==> config.mk <==
export PLATFORM = sky130hd
export DESIGN_NAME = dds_mod_core
export DESIGN_NICKNAME = d
export VERILOG_FILES = /design/src/rtl/dds_mod_core.sv
export SDC_FILE = /design/constraint.sdc
export NUM_CORES = 1
export LEC_CHECK = 0
export ABC_AREA = 1
export BUFFER_PORTS_ARGS = -buffer_cell sky130_fd_sc_hd__buf_4
export CAP_MARGIN = 40
export CELL_PAD_IN_SITES_DETAIL_PLACEMENT = 0
export CELL_PAD_IN_SITES_GLOBAL_PLACEMENT = 1
export CORE_ASPECT_RATIO = 0.5
export CORE_MARGIN = 3
export CORE_UTILIZATION = 35
export CTS_CLUSTER_SIZE = 8
export DETAILED_ROUTE_END_ITERATION = 16
export PLACE_DENSITY = 0.76
export SLEW_MARGIN = 40
export SYNTH_ARGS = -nofsm -noshare
export SYNTH_HDL_FRONTEND = slang
export SYNTH_SLANG_ARGS = --single-unit
==> constraint.sdc <==
create_clock -name clk -period 4.6 [get_ports clk]
set_input_delay 0.92 -clock clk [delete_from_list [all_inputs] [get_ports clk]]
set_output_delay 0.92 -clock clk [all_outputs]
set_load 0.01 [all_outputs]
==> src/rtl/dds_mod_core.sv <==
// dds_mod_core: pipelined quarter-wave DDS with CW/FSK/BPSK modes and wrap-aligned config updates.
// The sine table is computed at elaboration, so no external ROM image is needed.
module dds_mod_core #(
  parameter int PHASE_W = 24,
  parameter int LUT_AW  = 6,
  parameter int OUT_W   = 9
) (
  input  logic                    clk,
  input  logic                    rst,
  input  logic                    en,
  input  logic                    cfg_valid,
  output logic                    cfg_ready,
  input  logic [PHASE_W-1:0]      ftw0,
  input  logic [PHASE_W-1:0]      ftw1,
  input  logic [PHASE_W-1:0]      poff,
  input  logic [1:0]              mode,
  input  logic                    sym_bit,
  output logic                    out_valid,
  output logic signed [OUT_W-1:0] out
);
  localparam int PW = LUT_AW + 2;
  localparam longint ONE = 64'sd1 << 30;
  localparam longint PI_FIX = 64'sd3373259426;
  localparam longint AMP = (64'sd1 << (OUT_W - 1)) - 64'sd1;
  // round(AMP * sin(pi/2 * (k + 0.5) / 2^LUT_AW)) via a Q30 Taylor series
  function automatic logic [OUT_W-2:0] sine_entry(input longint k);
    longint x, term, sum;
    x = PI_FIX * (2 * k + 1) / (64'sd1 << PW);
    term = x;
    sum = x;
    for (longint i = 1; i < 8; i++) begin
      term = -((term * x / ONE) * x / ONE) / (2 * i * (2 * i + 1));
      sum += term;
    end
    return (OUT_W-1)'((sum * AMP + ONE / 2) / ONE);
  endfunction
  logic [OUT_W-2:0] rom [2**LUT_AW];
  for (genvar k = 0; k < 2**LUT_AW; k++) begin : g_rom
    localparam logic [OUT_W-2:0] V = sine_entry(longint'(k));
    assign rom[k] = V;
  end
  logic [PHASE_W-1:0] acc, a_ftw0, a_ftw1, a_poff, s_ftw0, s_ftw1, s_poff;
  logic [PHASE_W-1:0] ftw_sel, flip;
  logic [PHASE_W:0]   acc_sum;
  logic [1:0]         a_mode, s_mode;
  logic               pending, wrap, commit;
  logic [PW-1:0]      ph_next, ph_q;
  logic [LUT_AW-1:0]  addr_q;
  logic               neg2, neg3;
  logic [OUT_W-2:0]   rom_q;
  logic signed [OUT_W-1:0] mag;
  logic [3:0]         vld;
  assign cfg_ready = !pending;
  assign out_valid = vld[3];
  assign mag = {1'b0, rom_q};
  always_comb begin
    ftw_sel = (a_mode == 2'b01 && sym_bit) ? a_ftw1 : a_ftw0;
    acc_sum = {1'b0, acc} + {1'b0, ftw_sel};
    wrap = en && acc_sum[PHASE_W];
    // an empty step (en low or zero tuning word) is as safe a swap point as a wrap
    commit = pending && (wrap || !en || ftw_sel == '0);
    flip = {(a_mode == 2'b10) && sym_bit, {(PHASE_W-1){1'b0}}};
    ph_next = PW'((acc + a_poff + flip) >> (PHASE_W - PW));
  end
  always_ff @(posedge clk or negedge rst)
    if (!rst) begin
      acc <= '0;
      pending <= 1'b0;
      a_ftw0 <= '0;
      a_ftw1 <= '0;
      a_poff <= '0;
      a_mode <= 2'b00;
      s_ftw0 <= '0;
      s_ftw1 <= '0;
      s_poff <= '0;
      s_mode <= 2'b00;
    end else begin
      if (en) acc <= acc_sum[PHASE_W-1:0];
      if (cfg_valid && !pending) begin
        pending <= 1'b1;
        s_ftw0 <= ftw0;
        s_ftw1 <= ftw1;
        s_poff <= poff;
        s_mode <= mode;
      end else if (commit) begin
        pending <= 1'b0;
        a_ftw0 <= s_ftw0;
        a_ftw1 <= s_ftw1;
        a_poff <= s_poff;
        a_mode <= s_mode;
      end
    end
  always_ff @(posedge clk or negedge rst)
    if (!rst) begin
      ph_q <= '0;
      addr_q <= '0;
      neg2 <= 1'b0;
      rom_q <= '0;
      neg3 <= 1'b0;
      vld <= '0;
      out <= '0;
    end else begin
      ph_q <= ph_next;
      addr_q <= ph_q[LUT_AW] ? ~ph_q[LUT_AW-1:0] : ph_q[LUT_AW-1:0];
      neg2 <= ph_q[PW-1];
      rom_q <= rom[addr_q];
      neg3 <= neg2;
      vld <= {vld[2:0], en};
      if (vld[2]) out <= neg3 ? -mag : mag;
    end
endmodule
Yosys cells after proc, flatten, opt, wreduce, memory -nomap -nowiden --
Memories as Yosys holds them, arrays and structs flattened. A register that Yosys moved wholly into a read port is not among the register bits. Index checks and enable logic that the tools add are counted.
Storage, ports and cells: register bits 202, ROM bits 512, input bits 79, output and inout bits 11, word-level logic and storage cells 44, memories kept 1
Memories:
- (no name shown) | depth 64, bits a word 8, rd ports 1, clocked after Yosys merged registers in 1, write ports 0, line 106 | rom_q <= rom[addr_q];
Cells by class: $add $sub $neg 4, equality and inequality tests 2, multiplexer cells 5, bitwise operators 3, reduce and logical (&&, ||, !) cells 13
Operators by type and width (number):
- adder 24 bit | 2
- adder 24 x 24 -> 25 bit | 1
- logical NOT 24 bit | 1
- two-way mux 24 bit | 1
- two-way mux 9 bit | 1
- negation 8 -> 9 bit | 1
- inverter 6 -> 7 bit | 1
- two-way mux 6 bit | 1
- inverter 6 bit | 1
- logical AND 1 bit | 5
- logical NOT 1 bit | 3
- equality test 2 x 1 -> 1 bit (second input constant) | 1
- equality test 2 bit (second input constant) | 1
- logical OR 1 bit | 2
- two-way mux 1 bit | 2
- AND reduction 2 bit | 1
- nonzero test 2 bit | 1
- inverter 1 bit | 1

Depth between registers and ports, before layout --
Gate-level depths: netlist (run 1).
word-level depth 10, gate-level depth with buffers 22, depth with buffers taken out 19

Worst setup path after synthesis (run 1) --
OpenSTA, ideal clock, no wires.
path type input to register, from in sym_bit, to reg a_ftw1[10], library setup time 0.117 ns, data arrival time 3.012 ns, data required time 4.483 ns, setup slack 1.471 ns, stages on the path 20, buffers on the path 3, cells stage by stage clkbuf_1 > nand4_1 > nand2_1 > ha_1 > inv_1 > fa_1 > inv_1 > nand2_1 > nand2_1 > nand3_1 > nand2_1 > nand2_1 > nand3_1 > nor2_1 > nand2_1 > nand2_1 > buf_6 > buf_2 > nand2_1 > nand2_1
Between the ends: word-level cells in the longest chain between the ends 8, elaborated cells between the ends (all ways) 9, those cells by class 1 x add/sub; 1 x mux; 7 x reduce/logical
RTL lines:
- from (decl) | line 17 | input logic sym_bit,
- logical AND 1 bit (*) | line 57 | ftw_sel = (a_mode == 2'b01 && sym_bit) ? a_ftw1 : a_ftw0;
- two-way mux 24 bit (*) | line 57
- adder 24 x 24 -> 25 bit | line 58 | acc_sum = {1'b0, acc} + {1'b0, ftw_sel};
- logical AND 1 bit | line 59 | wrap = en && acc_sum[PHASE_W];
- logical OR 1 bit | line 61 | commit = pending && (wrap || !en || ftw_sel == '0);
- logical OR 1 bit (*) | line 61
- logical AND 1 bit (*) | line 61
- AND reduction 2 bit (no line) (*)
- to (signal assigned) | line 88 | a_ftw1 <= s_ftw1;
- to (decl) | line 42 | logic [PHASE_W-1:0] acc, a_ftw0, a_ftw1, a_poff, s_ftw0, s_ftw1, s_poff;
Every way passes the cells marked *; elsewhere a longest branch is shown, timed or not. A chain may end at the register's enable or synchronous reset.

Worst setup path in the final report (run 1) --
from in sym_bit, to reg a_poff[4]
Between the ends: word-level cells in the longest chain between the ends 8, elaborated cells between the ends (all ways) 9, those cells by class 1 x add/sub; 1 x mux; 7 x reduce/logical
RTL lines:
- logical AND 1 bit (*) | line 57
- two-way mux 24 bit (*) | line 57
- adder 24 x 24 -> 25 bit | line 58
- logical AND 1 bit | line 59
- logical OR 1 bit | line 61
- logical OR 1 bit (*) | line 61
- logical AND 1 bit (*) | line 61
- AND reduction 2 bit (no line) (*)
- to (signal assigned) | line 89 | a_poff <= s_poff;
- to (decl) | line 42
Marks and branches as above.

==> results of run 1 <==
==> layout make-up <==
type	count	area, um2
clock buffer	32	768.2
clock inverter	2	46.29
fill	3223	18720
inverter	100	375.4
multi-input combinational	1017	5803
sequential	210	5256
tap	432	540.5
timing repair buffer	100	782.0
==> through the flow <==
step                      cell area, um2  hold WS [ns]  util [%]  setup WS [ns]  std cells
after floorplan                    11690        0.3312         -          1.471       1381
after global placement             12750        0.3348     39.48         0.5990       1859
after detailed placement           12760        0.3404     39.51         0.6198       1859
after CTS                          13570        0.3511     42.03          1.138       1893
after global routing               13570        0.3613     42.03         0.7180       1893
final                              13570        0.3475     42.03          1.111       1893
==> power by group <==
group          internal, uW  total (uW)  switching [uW]
Combinational          2240        5830            3590
Sequential             2790        3560             771
Clock                  1210        1970             761
Total                  6240       11400            5120
==> final timing paths <==
check / slack [ns] / from / end
worst max-delay path: 1.11 / sym_bit / a_poff[4]
worst min-delay path: 0.35 / vld[1] / vld[2]
worst max register to register: 1.12 / a_mode[0] / a_poff[4]
worst min register to register: 0.35 / vld[1] / vld[2]
max in group asynchronous: 3.12 / rst / a_poff[18]
min in group asynchronous: 0.39 / rst / s_poff[17]
==> kinds of logic after synthesis <==
| group | share of synthesized area [%] |
|---|---|
| simple gates | 24.48 |
| flops | 44.96 |
| buf+inv | 5.577 |
| compound gates | 7.150 |
| fa+ha+maj | 8.307 |
| mux | 7.129 |
| xor+xnor | 2.398 |
==> synth_stat cells (8+ instances only) <==
| library cell | count | share of area [%] |
|---|---|---|
| xnor2_1 | 12 | 0.90 |
| nand2_1 | 421 | 14 |
| clkbuf_1 | 34 | 1.1 |
| nor2_1 | 83 | 2.7 |
| mux2_2 | 74 | 7.1 |
| nand4_1 | 30 | 1.6 |
| ha_1 | 76 | 8.1 |
| a21oi_1 | 61 | 2.6 |
| inv_1 | 99 | 3.2 |
| xor2_1 | 20 | 1.5 |
| buf_2 | 8 | 0.34 |
| nand3_1 | 123 | 5.3 |
| dfrtp_1 | 210 | 45 |
| nor3_1 | 11 | 0.47 |
| o21ai_0 | 55 | 2.4 |
==> metal layers <==
metal | GRT usage (%) | part of all wire, % | vias up
li1 | - | - | 4731
met1 | 23.04 | 47 | 4617
met2 | 28.66 | 47 | 164
met3 | 2.722 | 3.8 | 47
met4 | 3.780 | 2.0 | 0
met5 | 0 | 0 | -
==> state kept, by name (all words and copies together) (netlist names) <==
| register | cells |
|---|---|
| neg3 | 1 |
| out | 9 |
| a_mode | 2 |
| s_mode | 2 |
| s_ftw1 | 24 |
| pending | 1 |
| s_poff | 24 |
| a_ftw1 | 24 |
| a_ftw0 | 24 |
| ph_q | 8 |
| vld | 4 |
| addr_q | 6 |
| a_poff | 24 |
| neg2 | 1 |
| acc | 24 |
| s_ftw0 | 24 |
| rom_q | 8 |
==> worst register-to-register path, stage by stage (launching register included) <==
cell     delay [ns]
dfrtp_1        0.32
buf_4          0.25
nand3_2        0.45
o21ai_0        0.53
ha_1           0.27
nand2_1        0.15
nor2_1         0.34
nand2_1        0.10
nor2_1         0.09
nand2_1        0.06
nand3_1        0.09
nor2_1         0.05
nand2_2        0.10
buf_4          0.34
nand3_1        0.15
nand2_1        0.11
==> flow_metrics.env, run 1 <==
export IMPL_vdd_drop_max_mv=0.3745
export IMPL_htreeDepth=1
export IMPL_synth_edf_count=0
export IMPL_clk_insertion_delay_late_ns=0.56
export IMPL_start_util_pct=36.20
export IMPL_cap_violations=0
export IMPL_leakage_uw=0.006883
export IMPL_fp_dieH_um=135.2
export IMPL_dr_pass1_iters=5
export IMPL_ctsHoldBuffers=0
export IMPL_end_kind="register"
export IMPL_overflow=0
export IMPL_grtUsageTotal_pct=16.94
export IMPL_critPathBufInv=2
export IMPL_dp_hpwl_mm=22.50
export IMPL_min_path_cells=0
export IMPL_cp_arrival_ns=3.96
export IMPL_grt_max_degree=131
export IMPL_postSynthAreaPerCell_um2=8.464
export IMPL_period_share_pct=75.85
export IMPL_wirelength_mm=30.06
export IMPL_syn_area_mm2=0.01169
export IMPL_pwr_density_cell_mw_per_mm2=837.3
export IMPL_async_flop_share_pct=100.0
export IMPL_syn_inst=1381
export IMPL_hold_viol=0
export IMPL_yosysSeqAreaShare_pct=44.96
export IMPL_grt_first_pass_wirelength_mm=49.54
export IMPL_ys_warnings_count=0
export IMPL_post_cts_buffers=0
export IMPL_wl_per_cell_um=15.88
export IMPL_critical_path_top_delay_family="simple AND/OR/NAND/NOR gates"
export IMPL_postCtsResizedCells=0
export IMPL_drive_above_1_share_pct=14.78
export IMPL_grt_setup_unrepaired="false"
export IMPL_skew_ns=0.03448
export IMPL_coreArea_mm2=0.03229
export IMPL_final_cell_mix="nand2_1, dfrtp_1, nand3_1, inv_1, buf_4"
export IMPL_drc=0
export IMPL_antenna_found_initial=0
export IMPL_outcome="finished clean"
export IMPL_die_area_mm2=0.03576
export IMPL_crit_fanout=33
export IMPL_critPathKind="input port to register"
export IMPL_cts_tree="done"
export IMPL_root_buffer="clkbuf_16"
export IMPL_crit_path_max_incr_delay_ns=0.53
export IMPL_min_period_ns=3.489
export IMPL_tns_ns=0
export IMPL_ys_types=35
export IMPL_cts_sinks=210
export IMPL_hold_path_class="register to register"
export IMPL_nets=1615
export IMPL_clockBufferDepth=3
export IMPL_worst_path_stages=15
export IMPL_worst_setup_path_start_kind="input port"
export IMPL_total_power_uw=11360
export IMPL_vias=9559
export IMPL_n_antenna_cell=0
export IMPL_rows=46
export IMPL_area_delta_synth_final_pct=16.11
export IMPL_die_x_um=264.4
export IMPL_synth_flop_cell="dfrtp_1"
export IMPL_cts_buffers=30
export IMPL_clkTransAtPathRegs_ns=0.05
export IMPL_crit_path_frequent_cell="nand2_1"
export IMPL_final_common_cell="nand2_1"
export IMPL_maxSlewHeadroom_pct=44.83
export IMPL_grt_pass1_vias=9577
export IMPL_portBuffers=89
export IMPL_critPathSlowestCell="o21ai_0"
export IMPL_required_ns=5.07
export IMPL_rr_worst_depth=15
export IMPL_ant_nets=0
export IMPL_drt_iter0_markers=600
export IMPL_max_freq_mhz=286.6
export IMPL_vias_per_cell=5.050
export IMPL_path_cells="buf_4 > nand3_2 > o21ai_0 > ha_1 > nand2_1 > nor2_1 > nand2_1 > nor2_1 > nand2_1 > nand3_1 > nor2_1 > nand2_2 > buf_4 > nand3_1 > nand2_1"
export IMPL_slew_viol_final=0
export IMPL_synth_net_count=1537
export IMPL_ios=90
export IMPL_worst_slew_pin_slew_ns=0.8276
export IMPL_setup_viol=0
export IMPL_ys_seq_elements=210
export IMPL_routabilityCongestion=0.8845
(Power assumes the default switching activity.)
==> inputs of run 2 (changes only) <==
Settings changed: ABC_AREA 1 to 0, PLACE_DENSITY 0.76 to 0.74.
Clock period 4.6 ns to 3 ns, I/O delays scaled along.
==> flow_metrics.env, run 2 <==
export IMPL_tns_ns=-35.81
export IMPL_final_cell_mix="dfrtp_1, buf_4, mux2_2, ha_1, mux2_4"
export IMPL_synth_edf_count=0
export IMPL_dp_cells=1489
export IMPL_drc=0
export IMPL_die_area_mm2=0.03437
export IMPL_outcome="finished, violations left"
export IMPL_coreArea_mm2=0.03091
export IMPL_postPlaceCellArea_mm2=0.01322
export IMPL_fp_dieH_um=132.6
export IMPL_grt_pass1_vias=8171
export IMPL_critPathKind="register to register"
export IMPL_hold_path_class="input port to asynchronous set/reset pin"
export IMPL_ys_seq_elements=210
export IMPL_clkTransAtPathRegs_ns=0.05
export IMPL_area_delta_synth_final_pct=28.98
export IMPL_critPathSlowestCell="a2111oi_4"
export IMPL_slew_viol_final=0
export IMPL_crit_start="a_mode[1]"
export IMPL_leakage_uw=0.006618
export IMPL_dr_pass1_iters=5
export IMPL_routabilityCongestion=0.8708
export IMPL_ios=90
export IMPL_vias=7739
export IMPL_portBuffers=89
export IMPL_synth_top_area_cell="dfrtp_1"
export IMPL_dp_hpwl_mm=18.58
export IMPL_wirelength_mm=25.92
export IMPL_rr_worst_depth=15
export IMPL_synth_cells_most_frequent="dfrtp_1, mux2_2, ha_1"
export IMPL_vias_per_cell=5.029
export IMPL_cts_tree="done"
export IMPL_skew_ns=0.02501
export IMPL_ant_nets=0
export IMPL_crit_fanout=10
export IMPL_maxSlewHeadroom_pct=52.67
export IMPL_reg2reg_slack_ns=-0.48
export IMPL_ys_warnings_count=0
export IMPL_drive_above_1_share_pct=42.74
export IMPL_cts_buffers=30
export IMPL_synth_net_count=1060
export IMPL_period_share_pct=116.1
export IMPL_synth_area_leaders="dfrtp_1, mux2_2, ha_1"
export IMPL_r2r_end="a_ftw0[20]"
export IMPL_grt_setup_unrepaired="true"
export IMPL_pwr_density_cell_mw_per_mm2=1438
export IMPL_worst_slew_pin_slew_ns=0.7084
export IMPL_rows=45
export IMPL_crit_path_frequent_cell="mux2_4"
export IMPL_yosysSeqAreaShare_pct=46.84
export IMPL_grt_max_degree=77
export IMPL_htreeDepth=1
export IMPL_synth_flop_cell="dfrtp_1"
export IMPL_final_common_cell="dfrtp_1"
export IMPL_wl_per_cell_um=16.84
export IMPL_r2r_start="a_mode[1]"
export IMPL_synth_most_common_cell="dfrtp_1"
export IMPL_violations="setup timing"
export IMPL_clk_insertion_delay_late_ns=0.56
export IMPL_fin_cells=1539
export IMPL_hold_ws_ns=0.07189
export IMPL_crit_path_max_incr_delay_ns=0.40
export IMPL_worst_setup_path_start_kind="register"
export IMPL_ctsHoldBuffers=0
export IMPL_hold_viol=0
export IMPL_nets=1271
export IMPL_cp_arrival_ns=3.91
export IMPL_async_flop_share_pct=100.0
export IMPL_start_util_pct=36.29
export IMPL_path_cells="nand3b_1 > buf_12 > mux2_4 > ha_4 > inv_2 > fa_2 > and2b_2 > o2111ai_4 > a2111oi_4 > o211ai_2 > a21oi_2 > o21ai_4 > buf_6 > clkbuf_16 > mux2_4"
export IMPL_overflow=0
export IMPL_synth_top_area_share_pct=46.84
export IMPL_syn_area_mm2=0.01122
export IMPL_grtUsageTotal_pct=14.72
export IMPL_antenna_found_initial=0
export IMPL_max_freq_mhz=287.2
export IMPL_final_util_pct=46.81
export IMPL_root_buffer="clkbuf_16"
export IMPL_n_antenna_cell=0
export IMPL_grt_first_pass_wirelength_mm=41.61
export IMPL_postSynthAreaPerCell_um2=12.41
export IMPL_fin_area_mm2=0.01447
export IMPL_min_period_ns=3.482
export IMPL_drt_iter0_markers=295
export IMPL_die_x_um=259.2
export IMPL_clockBufferDepth=3
export IMPL_cts_sinks=210
export IMPL_syn_inst=904
export IMPL_setup_ws_ns=-0.4825
export IMPL_cap_violations=0
export IMPL_critPathCapture="a_ftw0[20]"
export IMPL_setup_viol=88
export IMPL_ys_types=65
export IMPL_required_ns=3.43
export IMPL_end_kind="register"
export IMPL_vdd_drop_max_mv=0.5616
-- run 2: cells by family (layout without fill, tap and decap cells) --
family,after synthesis,in the layout,share of synthesized area [%]
xor gates and xnor gates,38,38,2.967
buffers and inverters,63,275,2.588
AOI/OAI and AO/OA,158,158,9.168
DFF,210,210,46.84
muxes,205,205,22.88
and+or+nand+nor,153,153,6.904
adders and majority gates,77,77,8.655
-- run 2: stage by stage --
stage	setup slack, ns	total power, uW
global route	-0.5937	22440
finish	-0.4825	20810
detailed placement	-0.7296	16730
floorplan	-0.6550	12900
CTS	-0.4257	20150
global placement	-0.6568	16380
-- run 2: area by class of cell --
| cell class | instances | area [um2] |
|---|---|---|
| fill | 2724 | 16440 |
| multi-input combinational | 631 | 5984 |
| sequential | 210 | 5255 |
| timing repair buffer | 216 | 1810 |
| clock buffer | 31 | 754.5 |
| tap | 423 | 529.3 |
| inverter | 26 | 97.59 |
| clock inverter | 2 | 37.54 |
-- run 2: routing by layer --
layer | track usage [%] | vias to the layer above | share of wire [%]
met4 | 3.014 | 0 | 1.7
li1 | - | 3717 | -
met1 | 18.69 | 3882 | 45
met5 | 0 | - | 0
met3 | 3.041 | 39 | 3.7
met2 | 26.03 | 101 | 50
-- run 2: worst min-delay path by stage --
| stage | cells past startpoint | to | slack [ns] |
|---|---|---|---|
| after floorplan | 0 | a_ftw0[0] | 0.30 |
| after global placement | 0 | vld[2] | 0.33 |
| after detailed placement | 0 | vld[2] | 0.34 |
| after CTS | 1 | acc[1] | 0.07 |
| after global routing | 1 | acc[1] | 0.10 |
| final | 1 | s_ftw1[3] | 0.07 |
-- run 2: power breakdown --
group          leakage (uW)  switching [uW]  internal [uW]
logic               0.00378            5450           6900
clock network      0.000382            1160           1750
registers           0.00245            1200           4350
total               0.00662            7800          13000
-- run 2: worst max-delay path, delay by kind of cell, from the launching register on --
kind,cells,cell delay [ns]
mux,2,0.50
buf+inv,4,0.54
compound gates,5,0.99
fa+ha+maj,2,0.48
flops,1,0.36
simple gates,2,0.47
-- run 2: timing repair --
item	in CTS	in global routing
resized for setup	27	22
cloned	0	5
setup endpoints to repair	88	92
buffers inserted	5	7
pin swaps	10	13
